File: src/rtl/sqrt_sched_pkg.sv
// Shared constants and helpers for the round-robin sqrt scheduler.
package sqrt_sched_pkg;

   localparam int SQ_W = 32;

   localparam logic [1:0] ST_IDLE  = 2'd0;
   localparam logic [1:0] ST_ISSUE = 2'd1;
   localparam logic [1:0] ST_WAIT  = 2'd2;
   localparam logic [1:0] ST_RESP  = 2'd3;

   function automatic int clog2(input int n);
      int r;
      r = 0;
      while ((1 << r) < n) r++;
      return r;
   endfunction

   // Index width that never collapses to zero bits.
   function automatic int idx_w(input int n);
      return (clog2(n) < 1) ? 1 : clog2(n);
   endfunction

endpackage

File: src/rtl/sqrt_rr_sched_rr_arbiter.sv
// Combinational round-robin arbiter: first request at or after ptr wins.
module rr_arbiter #(
   parameter int N_REQ = 4,
   parameter int IW    = 2
) (
   input  logic [N_REQ-1:0] req,
   input  logic [IW-1:0]    ptr,
   output logic [N_REQ-1:0] gnt,
   output logic [IW-1:0]    gnt_idx,
   output logic             any
);

   logic [IW:0] pos;
   logic        found;

   assign any = |req;

   always_comb begin
      gnt     = '0;
      gnt_idx = '0;
      found   = 1'b0;
      pos     = '0;
      for (int k = 0; k < N_REQ; k++) begin
         pos = {1'b0, ptr} + (IW+1)'(k);
         if (pos >= (IW+1)'(N_REQ)) pos = pos - (IW+1)'(N_REQ);
         if (!found && req[pos[IW-1:0]]) begin
            found               = 1'b1;
            gnt[pos[IW-1:0]]    = 1'b1;
            gnt_idx             = pos[IW-1:0];
         end
      end
   end

endmodule

File: src/rtl/sqrt_rr_sched.sv
// Shares one square-root unit among N_REQ requesters, one request in flight.
module sqrt_rr_sched
   import sqrt_sched_pkg::*;
#(
   parameter int N_REQ   = 4,
   parameter int W       = SQ_W,
   parameter int TIMEOUT = 64
) (
   input  logic               clk,
   input  logic               reset,
   input  logic [N_REQ-1:0]   req_valid,
   input  logic [N_REQ*W-1:0] req_d,
   output logic [N_REQ-1:0]   req_ready,
   output logic [N_REQ-1:0]   rsp_valid,
   output logic [W-1:0]       rsp_q,
   output logic               rsp_err,
   input  logic [N_REQ-1:0]   rsp_ack,
   output logic [W-1:0]       sq_d,
   output logic               sq_start,
   input  logic               sq_busy,
   input  logic               sq_ready,
   input  logic [W-1:0]       sq_q
);

   localparam int IW = idx_w(N_REQ);
   localparam int TW = idx_w(TIMEOUT);
   localparam logic [IW-1:0] LAST_IDX = IW'(N_REQ - 1);
   localparam logic [TW-1:0] TMO_LAST = TW'(TIMEOUT - 1);

   logic [1:0]       state_q, state_d;
   logic [IW-1:0]    rr_ptr_q, rr_ptr_d;
   logic [IW-1:0]    owner_q, owner_d;
   logic [W-1:0]     sq_d_q, sq_d_d;
   logic [TW-1:0]    tmo_cnt_q, tmo_cnt_d;
   logic [W-1:0]     rsp_q_q, rsp_q_d;
   logic             rsp_err_q, rsp_err_d;
   logic [N_REQ-1:0] rsp_valid_q, rsp_valid_d;

   logic [N_REQ-1:0] req_ready_c;
   logic             sq_start_c;
   logic [N_REQ-1:0] arb_gnt;
   logic [IW-1:0]    arb_idx;
   logic             arb_any;
   logic [W-1:0]     req_op [N_REQ];

   rr_arbiter #(
      .N_REQ (N_REQ),
      .IW    (IW)
   ) u_arb (
      .req     (req_valid),
      .ptr     (rr_ptr_q),
      .gnt     (arb_gnt),
      .gnt_idx (arb_idx),
      .any     (arb_any)
   );

   always_comb begin
      for (int k = 0; k < N_REQ; k++) req_op[k] = req_d[k*W +: W];
   end

   always_comb begin
      state_d     = state_q;
      rr_ptr_d    = rr_ptr_q;
      owner_d     = owner_q;
      sq_d_d      = sq_d_q;
      tmo_cnt_d   = tmo_cnt_q;
      rsp_q_d     = rsp_q_q;
      rsp_err_d   = rsp_err_q;
      rsp_valid_d = rsp_valid_q;
      req_ready_c = '0;
      sq_start_c  = 1'b0;
      unique case (state_q)
         ST_IDLE: begin
            if (arb_any) begin
               req_ready_c = arb_gnt;
               sq_d_d      = req_op[arb_idx];
               owner_d     = arb_idx;
               rr_ptr_d    = (arb_idx == LAST_IDX) ? '0 : arb_idx + 1'b1;
               state_d     = ST_ISSUE;
            end
         end
         ST_ISSUE: begin
            if (!sq_busy) begin
               sq_start_c = 1'b1;
               tmo_cnt_d  = '0;
               state_d    = ST_WAIT;
            end
         end
         ST_WAIT: begin
            // A result arriving on the last timeout cycle still counts.
            if (sq_ready) begin
               rsp_q_d     = sq_q;
               rsp_err_d   = 1'b0;
               rsp_valid_d = N_REQ'(1) << owner_q;
               state_d     = ST_RESP;
            end else if (tmo_cnt_q == TMO_LAST) begin
               rsp_q_d     = '0;
               rsp_err_d   = 1'b1;
               rsp_valid_d = N_REQ'(1) << owner_q;
               state_d     = ST_RESP;
            end else begin
               tmo_cnt_d = tmo_cnt_q + 1'b1;
            end
         end
         ST_RESP: begin
            if (rsp_ack[owner_q]) begin
               rsp_valid_d = '0;
               state_d     = ST_IDLE;
            end
         end
         default: state_d = ST_IDLE;
      endcase
   end

   always_ff @(posedge clk) begin
      if (reset) begin
         state_q     <= ST_IDLE;
         rr_ptr_q    <= '0;
         owner_q     <= '0;
         sq_d_q      <= '0;
         tmo_cnt_q   <= '0;
         rsp_q_q     <= '0;
         rsp_err_q   <= 1'b0;
         rsp_valid_q <= '0;
      end else begin
         state_q     <= state_d;
         rr_ptr_q    <= rr_ptr_d;
         owner_q     <= owner_d;
         sq_d_q      <= sq_d_d;
         tmo_cnt_q   <= tmo_cnt_d;
         rsp_q_q     <= rsp_q_d;
         rsp_err_q   <= rsp_err_d;
         rsp_valid_q <= rsp_valid_d;
      end
   end

   // Pulses are suppressed while reset is held so nothing leaks out.
   assign req_ready = reset ? '0 : req_ready_c;
   assign sq_start  = sq_start_c & ~reset;
   assign rsp_valid = rsp_valid_q;
   assign rsp_q     = rsp_q_q;
   assign rsp_err   = rsp_err_q;
   assign sq_d      = sq_d_q;

endmodule

File: config.mk
export PLATFORM = sky130hd
export DESIGN_NAME = sqrt_rr_sched
export DESIGN_NICKNAME = d
export VERILOG_FILES = /design/src/rtl/sqrt_sched_pkg.sv /design/src/rtl/sqrt_rr_sched_rr_arbiter.sv /design/src/rtl/sqrt_rr_sched.sv
export SDC_FILE = /design/constraint.sdc
export NUM_CORES = 1
export LEC_CHECK = 0
export ABC_AREA = 1
export ABC_CLOCK_PERIOD_IN_PS = 2300
export CORE_MARGIN = 5
export CORE_UTILIZATION = 37
export CTS_CLUSTER_DIAMETER = 120
export DETAILED_ROUTE_END_ITERATION = 10
export GPL_ROUTABILITY_DRIVEN = 1
export GPL_TIMING_DRIVEN = 1
export PLACE_DENSITY = 0.81
export SKIP_LAST_GASP = 1
export SYNTH_ARGS = -nofsm -noshare
export SYNTH_HDL_FRONTEND = slang
export SYNTH_HIERARCHICAL = 1
export SYNTH_SLANG_ARGS = --single-unit
File: constraint.sdc
create_clock -name clk -period 2.3 [get_ports clk]
set_input_delay 0.345 -clock clk [delete_from_list [all_inputs] [get_ports clk]]
set_output_delay 0.345 -clock clk [all_outputs]
set_load 0.005 [all_outputs]
==> out/qor.txt, run 1 <==
DRC viols -> 0
Post-synth top area share -> 34.0%
LEAKAGE -> 3.42 nW
GR Util All Layers -> 22.1%
Hold Buf Count CTS -> 0
CTS tree -> built
Multi-input gate area -> 2950 um2
Post-Synth XOR/XNOR Area -> 0%
Min-Delay Path Class -> reg2reg
Gpl congestion -> 0.890
Rows -> 41
Switch share -> 44.9%
Crit path max fanout -> 6
Layout cell share with drive strength beyond 1 -> 15.1%
Fin area -> 8370 um2
Largest family of logic cells by synthesized area -> simple AND/OR/NAND/NOR gates
Worst R2R End -> sq_d[10]
Internal -> 0.00672 W
Max Cap Viol -> 0
Share of total power in the clock network -> 13.2%
Relative slew slack -> 62.6%
Initial Util -> 37.8%
Clock Latency Late Sink -> 0.34 ns
CP endpoint kind -> primary output
Failing checks -> setup timing
Synth area leader -> dfxtp_1
Worst r2r path cells -> 15
Post-synthesis net count -> 917
RSZ-0062 raised after global routing -> yes
Yosys warning count -> 6
Synth cell types -> 30
Comb pwr share -> 70.1%
Crit path launch type -> input port
Routed len/inst -> 16.5 um
R2R Setup Slk -> -0.01 ns
Synth Area in Simple Gates -> 31.1%
Antenna violations before repair -> 0
Number of synthesized register bits -> 81
Max clock buf depth -> 2
Min-Delay Endpoint -> rsp_err
Remaining antenna violation count after routing -> 0
Peak supply drop -> 972 uV
HPWL Detailed -> 13.1 mm
Buf+Inv Stages, Crit Path -> 5
Crit path max-delay family -> buffers and inverters
First-pass GRT wire length -> 26.6 mm
Via count -> 5,989
Die Ht -> 124 um
Register share of total power -> 16.7%
Tot Pwr -> 0.0122 W
Synthesized cell area -> 4780 um2
DR pass1 iterations -> 5
Worst Tran Pin Value -> 0.561 ns
Hold path startpoint -> rsp_err
Endpoints failing hold -> 0
Clock-pin slew on the worst setup and hold paths -> 0.06 ns
Max incr delay on CP -> 0.51 ns
CP dominant cell by count -> inv_1
P_sw -> 0.00548 W
Die ar. -> 15,300 um2
IO Port Bufs -> 245
Main area contributors after synthesis -> dfxtp_1, nor2_1, o21ai_0
Die width -> 124 um
Post-synthesis compound-gate area fraction -> 21.9%
Final setup violation count -> 2
Layout Skew -> 0.0125 ns
CP arrival -> 1.97 ns
Sequential area share after synthesis -> 34.0%
Reg2reg start -> rr_ptr_q[0]
Power Dens Cells -> 1460 nW/um2
H-tree depth -> 3
Clk sinks -> 81
DP Area -> 7450 um2
Post-Route WL -> 19.2 mm
Via density -> 5.14
Worst EP required -> 1.96 ns
N_diodes -> 0
Hold Path Depth -> 2
Num CTS Buffers -> 9
Dpl ws -> -0.282 ns
Setup TNS -> -0.0170 ns
Layout area overhead -> 75.3%
WS Path Type -> in2out
Syn avg cell area -> 6.52 um2
Crit-path cells -> clkdlybuf4s50_1, inv_1, nand2_2, nand3_4, buf_6, a21boi_0, a21oi_1, nand3_1, inv_1, nor2_1, buf_2
Grt total ovfl -> 0
Largest net degree at the start of global routing -> 44
Final Cycle Share -> 100%
Post-layout min period -> 2.31 ns
CTS root buffer -> clkbuf_16
Layout net count -> 1,173
Synth Area in Adders -> 3.14%
Fmax -> 433 MHz
Filler cells -> 1,084
PnR worst setup slack -> -0.0105 ns
IO Count -> 246
Outcome -> complete, but fails checks
Number of global-route vias before repair -> 5,365
Reg area -> 1630 um2
Mux cell area share after synthesis -> 0%
Slew Viols, Final -> 0
Syn Inst Count -> 733
Core area -> 12,600 um2
Initial DRC count -> 411
CP max stage cell -> clkdlybuf4s50_1
metrics by stage:
step / instances / hold WS, ns / utilization [%]
after floorplan: 733 / 0.463 / -
after global placement: 1129 / 0.455 / 59.1
after detailed placement: 1129 / 0.468 / 59.1
after CTS: 1149 / 0.477 / 62.4
after global routing: 1166 / 0.495 / 66.3
final: 1166 / 0.476 / 66.3
cells in the final DEF (no fill, tap or decap), types with 8 or more instances in the layout:
cell | Yosys | layout
a21oi_1 | 45 | 43
nand2_1 | 78 | 73
o21ai_0 | 72 | 42
nor2_4 | 1 | 8
clkdlybuf4s50_1 | 0 | 239
clkbuf_16 | 0 | 15
nand3_1 | 70 | 60
dfxtp_1 | 81 | 79
buf_6 | 2 | 13
o22ai_1 | 32 | 32
nand3_2 | 2 | 10
inv_1 | 54 | 51
nor2_1 | 167 | 149
buf_4 | 6 | 19
nor2_2 | 2 | 14
ha_1 | 12 | 11
o21ai_2 | 0 | 13
o21ai_1 | 36 | 52
layout make-up:
cell class | instances | area share [%]
timing repair inverter | 1 | 0.0747
clock inverter | 5 | 1.02
multi-input combinational | 545 | 35.2
inverter | 62 | 3.02
clock buffer | 11 | 3.02
timing repair buffer | 289 | 35.6
sequential | 81 | 19.4
tap | 172 | 2.57
cell usage after synthesis:
library cell and number:
inv_1 54, nand2_1 78, a211oi_2 1, nand3_1 70, o21a_2 1, nand2_2 4
o22ai_1 32, o21bai_1 4, a21oi_1 45, nor2_8 1, dfxtp_1 81, buf_2 19
nor2_2 2, nand3_4 3, buf_1 1, buf_4 6, inv_6 1, nand4_1 3
o21ai_0 72, clkbuf_1 18, nand3_2 2, o21ai_1 36, nor2_1 167, a21boi_0 4
nor3_1 2, nand2_4 4, inv_2 7, ha_1 12, nor2_4 1, buf_6 2
metal layers:
metal,routed length (um),up-vias,GRT usage (%)
li1,-,2945,-
met5,0,-,0
met4,452,0,9.07
met2,9700,256,38.3
met3,1690,33,6.90
met1,7350,2755,25.0
what timing repair did:
item | 4_1_cts | 5_1_grt
gates resized for setup | 27 | 109
setup buffers | 4 | 6
setup endpoints to repair | 37 | 38
pin swaps | 5 | 19
cloned | 0 | 11
state kept, by name, summed over array words and instances (netlist names):
register and flops:
rsp_q 32, tmo_cnt_q 6, rsp_err 1, owner_q 2
rr_ptr_q 2, sq_d 32, state_q 2, rsp_valid 4
cells by family (layout without fill, tap and decap cells):
family	after synthesis	count (layout)
and+or+nand+nor	337	338
AOI/OAI and AO/OA	195	195
buffers and inverters	108	368
DFF	81	81
adders and majority gates	12	12
worst min-delay path, stage by stage, from the launching register on:
cell and delay [ns]:
dfxtp_1 0.31, inv_1 0.06, a211oi_2 0.06
worst max path at each step:
| stage | cells after the start | slack (ns) | to | start |
|---|---|---|---|---|
| 2_1_floorplan | 16 | 0.02 | sq_d[10] | rr_ptr_q[0] |
| 3_3_place_gp | 12 | -0.25 | req_ready[3] | req_valid[0] |
| 3_5_place_dp | 13 | -0.28 | sq_d[21] | req_valid[2] |
| 4_1_cts | 12 | -0.006 | req_ready[2] | rr_ptr_q[0] |
| 5_1_grt | 15 | -0.13 | sq_d[16] | rr_ptr_q[0] |
| 6_report | 11 | -0.01 | req_ready[3] | req_valid[3] |
power by group through the flow:
stage | Sequential [W] | Combinational (W) | Clock (W)
after floorplan | 0.00206 | 0.00408 | 0
after global placement | 0.00205 | 0.00639 | 0
after detailed placement | 0.00206 | 0.00647 | 0
after CTS | 0.00204 | 0.00667 | 0.00165
after global routing | 0.00208 | 0.00931 | 0.00171
final | 0.00204 | 0.00855 | 0.00161
Power figures use the tool's default switching activity.
==> inputs of run 2 (changes only) <==
--- a/config.mk
+++ b/config.mk
@@ -6,7 +6,7 @@
 export NUM_CORES = 1
 export LEC_CHECK = 0
 export ABC_AREA = 1
-export ABC_CLOCK_PERIOD_IN_PS = 2300
+export ABC_CLOCK_PERIOD_IN_PS = 2000
 export CORE_MARGIN = 5
 export CORE_UTILIZATION = 37
 export CTS_CLUSTER_DIAMETER = 120
==> constraint.sdc (replaced) <==
create_clock -name clk -period 2 [get_ports clk]
set_input_delay 0.3 -clock clk [delete_from_list [all_inputs] [get_ports clk]]
set_output_delay 0.3 -clock clk [all_outputs]
set_load 0.005 [all_outputs]
==> run 2 against run 1 <==
Compared with the run above:
- the flow still finishes with violations (setup timing)
- non-clock buffer count increased by 10
- via count increased by 1.8%
- die area unchanged
- first-iteration DRC count decreased by 5.4%
- cell count increased by 0.69%
- sequential share of layout area about the same
- flip-flop and latch count unchanged
- combinational power increased by 18%
- setup slack got worse by 0.30 ns
- highest routed layer unchanged
==> out/qor.txt, run 2 (synthesis gave the netlist of run 1 again) <==
Outcome -> complete, but fails checks (unchanged)
Failing checks -> setup timing (unchanged)
Reg area -> 1630 um2 (unchanged)
Multi-input gate area -> 2870 um2 (was 2950 um2)
Num CTS Buffers -> 9 (unchanged)
CP max stage cell -> dfxtp_4 (was clkdlybuf4s50_1)
Most common cell after layout, fill and taps aside -> clkdlybuf4s50_1 (unchanged)
Final Cycle Share -> 115%
Post-Route WL -> 19.4 mm (was 19.2 mm)
Placed Cells -> 1,135 (was 1,129)
Reg2reg start -> rr_ptr_q[0] (unchanged)
Tot Pwr -> 0.0140 W (was 0.0122 W)
Slew Viols, Final -> 0 (unchanged)
Die ar. -> 15,300 um2 (unchanged)
N_diodes -> 0 (unchanged)
Post-layout min period -> 2.31 ns
Max incr delay on CP -> 0.38 ns (was 0.51 ns)
Clk sinks -> 81 (unchanged)
IO Port Bufs -> 245 (unchanged)
Grt total ovfl -> 0 (unchanged)
Number of global-route vias before repair -> 5,683 (was 5,365)
Die Ht -> 124 um (unchanged)
Fin area -> 8370 um2 (about the same)
Core Util, Final -> 66.3% (about the same)
Hold path startpoint -> reset (was rsp_err)
Via density -> 5.20 (was 5.14)
DR pass1 iterations -> 5 (unchanged)
Relative slew slack -> 69.9% (was 62.6%)
Initial DRC count -> 389 (was 411)
DP Area -> 7560 um2 (was 7450 um2)
Min-Delay Endpoint -> tmo_cnt_q[1] (was rsp_err)
Layout cell share with drive strength beyond 1 -> 13.4% (was 15.1%)
GR Util All Layers -> 22.5% (was 22.1%)
Worst Tran Pin Value -> 0.452 ns (was 0.561 ns)
Worst EP required -> 2.28 ns (was 1.96 ns)
Gpl congestion -> 0.898 (was 0.890)
IO Count -> 246 (unchanged)
Min-Delay Path Class -> in2reg (was reg2reg)
CTS tree -> built (unchanged)
HPWL Detailed -> 13.1 mm (about the same)
Hold Buf Count CTS -> 0 (unchanged)
Fin cells -> 1,174 (was 1,166)
Via count -> 6,099 (was 5,989)
Antenna violations before repair -> 0 (unchanged)
Worst r2r path cells -> 15 (unchanged)
Filler cells -> 1,087 (was 1,084)
Rows -> 41 (unchanged)
Fmax -> 433 MHz
Crit path max fanout -> 13 (was 6)
Dpl ws -> -0.496 ns (was -0.282 ns)
DRC viols -> 0 (unchanged)
Hold Path Depth -> 3 (was 2)
Core area -> 12,600 um2 (unchanged)
R2R Setup Slk -> -0.31 ns (was -0.01 ns)
Endpoints failing hold -> 0 (unchanged)
CTS root buffer -> clkbuf_16 (unchanged)
Layout net count -> 1,181 (was 1,173)
Power Dens Cells -> 1680 nW/um2 (was 1460 nW/um2)
Most frequent cells in the layout -> clkdlybuf4s50_1, nor2_1, dfxtp_1 (unchanged)
PnR worst setup slack -> -0.309 ns (was -0.0105 ns)
Crit path launch type -> flip-flop (was input port)
Clock Latency Late Sink -> 0.34 ns (about the same)
RSZ-0062 raised after global routing -> yes (unchanged)
Routed len/inst -> 16.5 um (about the same)
Final setup violation count -> 40 (was 2)
Layout Skew -> 0.00773 ns (was 0.0125 ns)
Largest net degree at the start of global routing -> 42 (was 44)
Peak supply drop -> 1290 uV (was 972 uV)
CP arrival -> 2.59 ns (was 1.97 ns)
First-pass GRT wire length -> 27.3 mm (was 26.6 mm)
LEAKAGE -> 3.46 nW (was 3.42 nW)
Max Cap Viol -> 0 (unchanged)
WS Path Type -> reg2reg (was in2out)
CP endpoint kind -> flip-flop (was primary output)
Remaining antenna violation count after routing -> 0 (unchanged)
Crit-path cells -> inv_8, ha_4, buf_6, nand3_1, nand2_1, nand2_2, nor2_4, buf_4, nand2_2, nand3_4, buf_12, o21ai_0, o22ai_1, nor2_1, nor2_1 (was clkdlybuf4s50_1, inv_1, nand2_2, nand3_4, buf_6, a21boi_0, a21oi_1, nand3_1, inv_1, nor2_1, buf_2)
Initial Util -> 37.8% (unchanged)
Clock-pin slew on the worst setup and hold paths -> 0.07 ns (was 0.06 ns)
Layout area overhead -> 75.2% (was 75.3%)
Max clock buf depth -> 2 (unchanged)
Worst R2R End -> sq_d[28] (was sq_d[10])
H-tree depth -> 3 (unchanged)
Die width -> 124 um (unchanged)
==> run 2: changes by cell type in the layout (fill, tap and decap cells not counted), sizes merged <==
cell / change
nor2: -1
clkinv: +3
clkinvlp: -1
clkbuf: -2
buf: +11
dlygate4sd2: +1
bufinv: -2
dlymetal6s2s: -1
==> run 2: worst max-delay path: cells and delay by family (launching register included) <==
kind,cells,cell delay (ns)
buffers and inverters,4,0.44
flip-flops,1,0.38
AND/OR/NAND/NOR,8,0.79
AO/OA/AOI/OAI,2,0.34
adder cells (fa/ha/maj),1,0.29
==> run 2: power by group <==
part / internal, W / switching, W
Combinational: 0.00467 / 0.00540
Clock: 0.000893 / 0.000719
Sequential: 0.00207 / 0.000266
==> run 2: worst max-delay path by stage <==
stage / from / to / slack [ns]
final: rr_ptr_q[0] / sq_d[28] / -0.31
after global routing: rr_ptr_q[0] / sq_d[30] / -0.44
after CTS: rr_ptr_q[0] / sq_d[28] / -0.22
after detailed placement: req_valid[2] / sq_d[28] / -0.50
after global placement: req_valid[3] / sq_d[28] / -0.43
after floorplan: rr_ptr_q[0] / sq_d[10] / -0.11
==> run 2: repair_timing <==
action / 4_1_cts / 5_1_grt
setup buffers: 7 / 7
setup endpoints to repair: 37 / 40
cloned: 3 / 7
pin swaps: 16 / 10
resized for setup: 49 / 29
==> run 2: through the flow <==
stage	setup TNS [ns]	hold slack, ns
after floorplan	-2.50	0.447
after global placement	-14.05	0.459
after detailed placement	-17.32	0.459
after CTS	-7.00	0.437
after global routing	-15.25	0.465
final	-9.91	0.452
==> run 2: metal layers <==
metal	part of all wire (%)	vias to the layer above	track usage, %
met2	50	277	39.8
li1	-	2964	-
met1	38	2808	24.4
met3	8.8	50	6.49
met4	3.7	0	11.6
met5	0	-	0
==> run 2: area by class of cell <==
| class | count | share of cell area (%) |
|---|---|---|
| clock buffers | 10 | 2.86 |
| clock inverters | 6 | 0.613 |
| inverters | 62 | 3.02 |
| multi-input cells | 544 | 34.3 |
| flip-flops and latches | 81 | 19.4 |
| well taps | 172 | 2.57 |
| repair buffers | 299 | 37.2 |
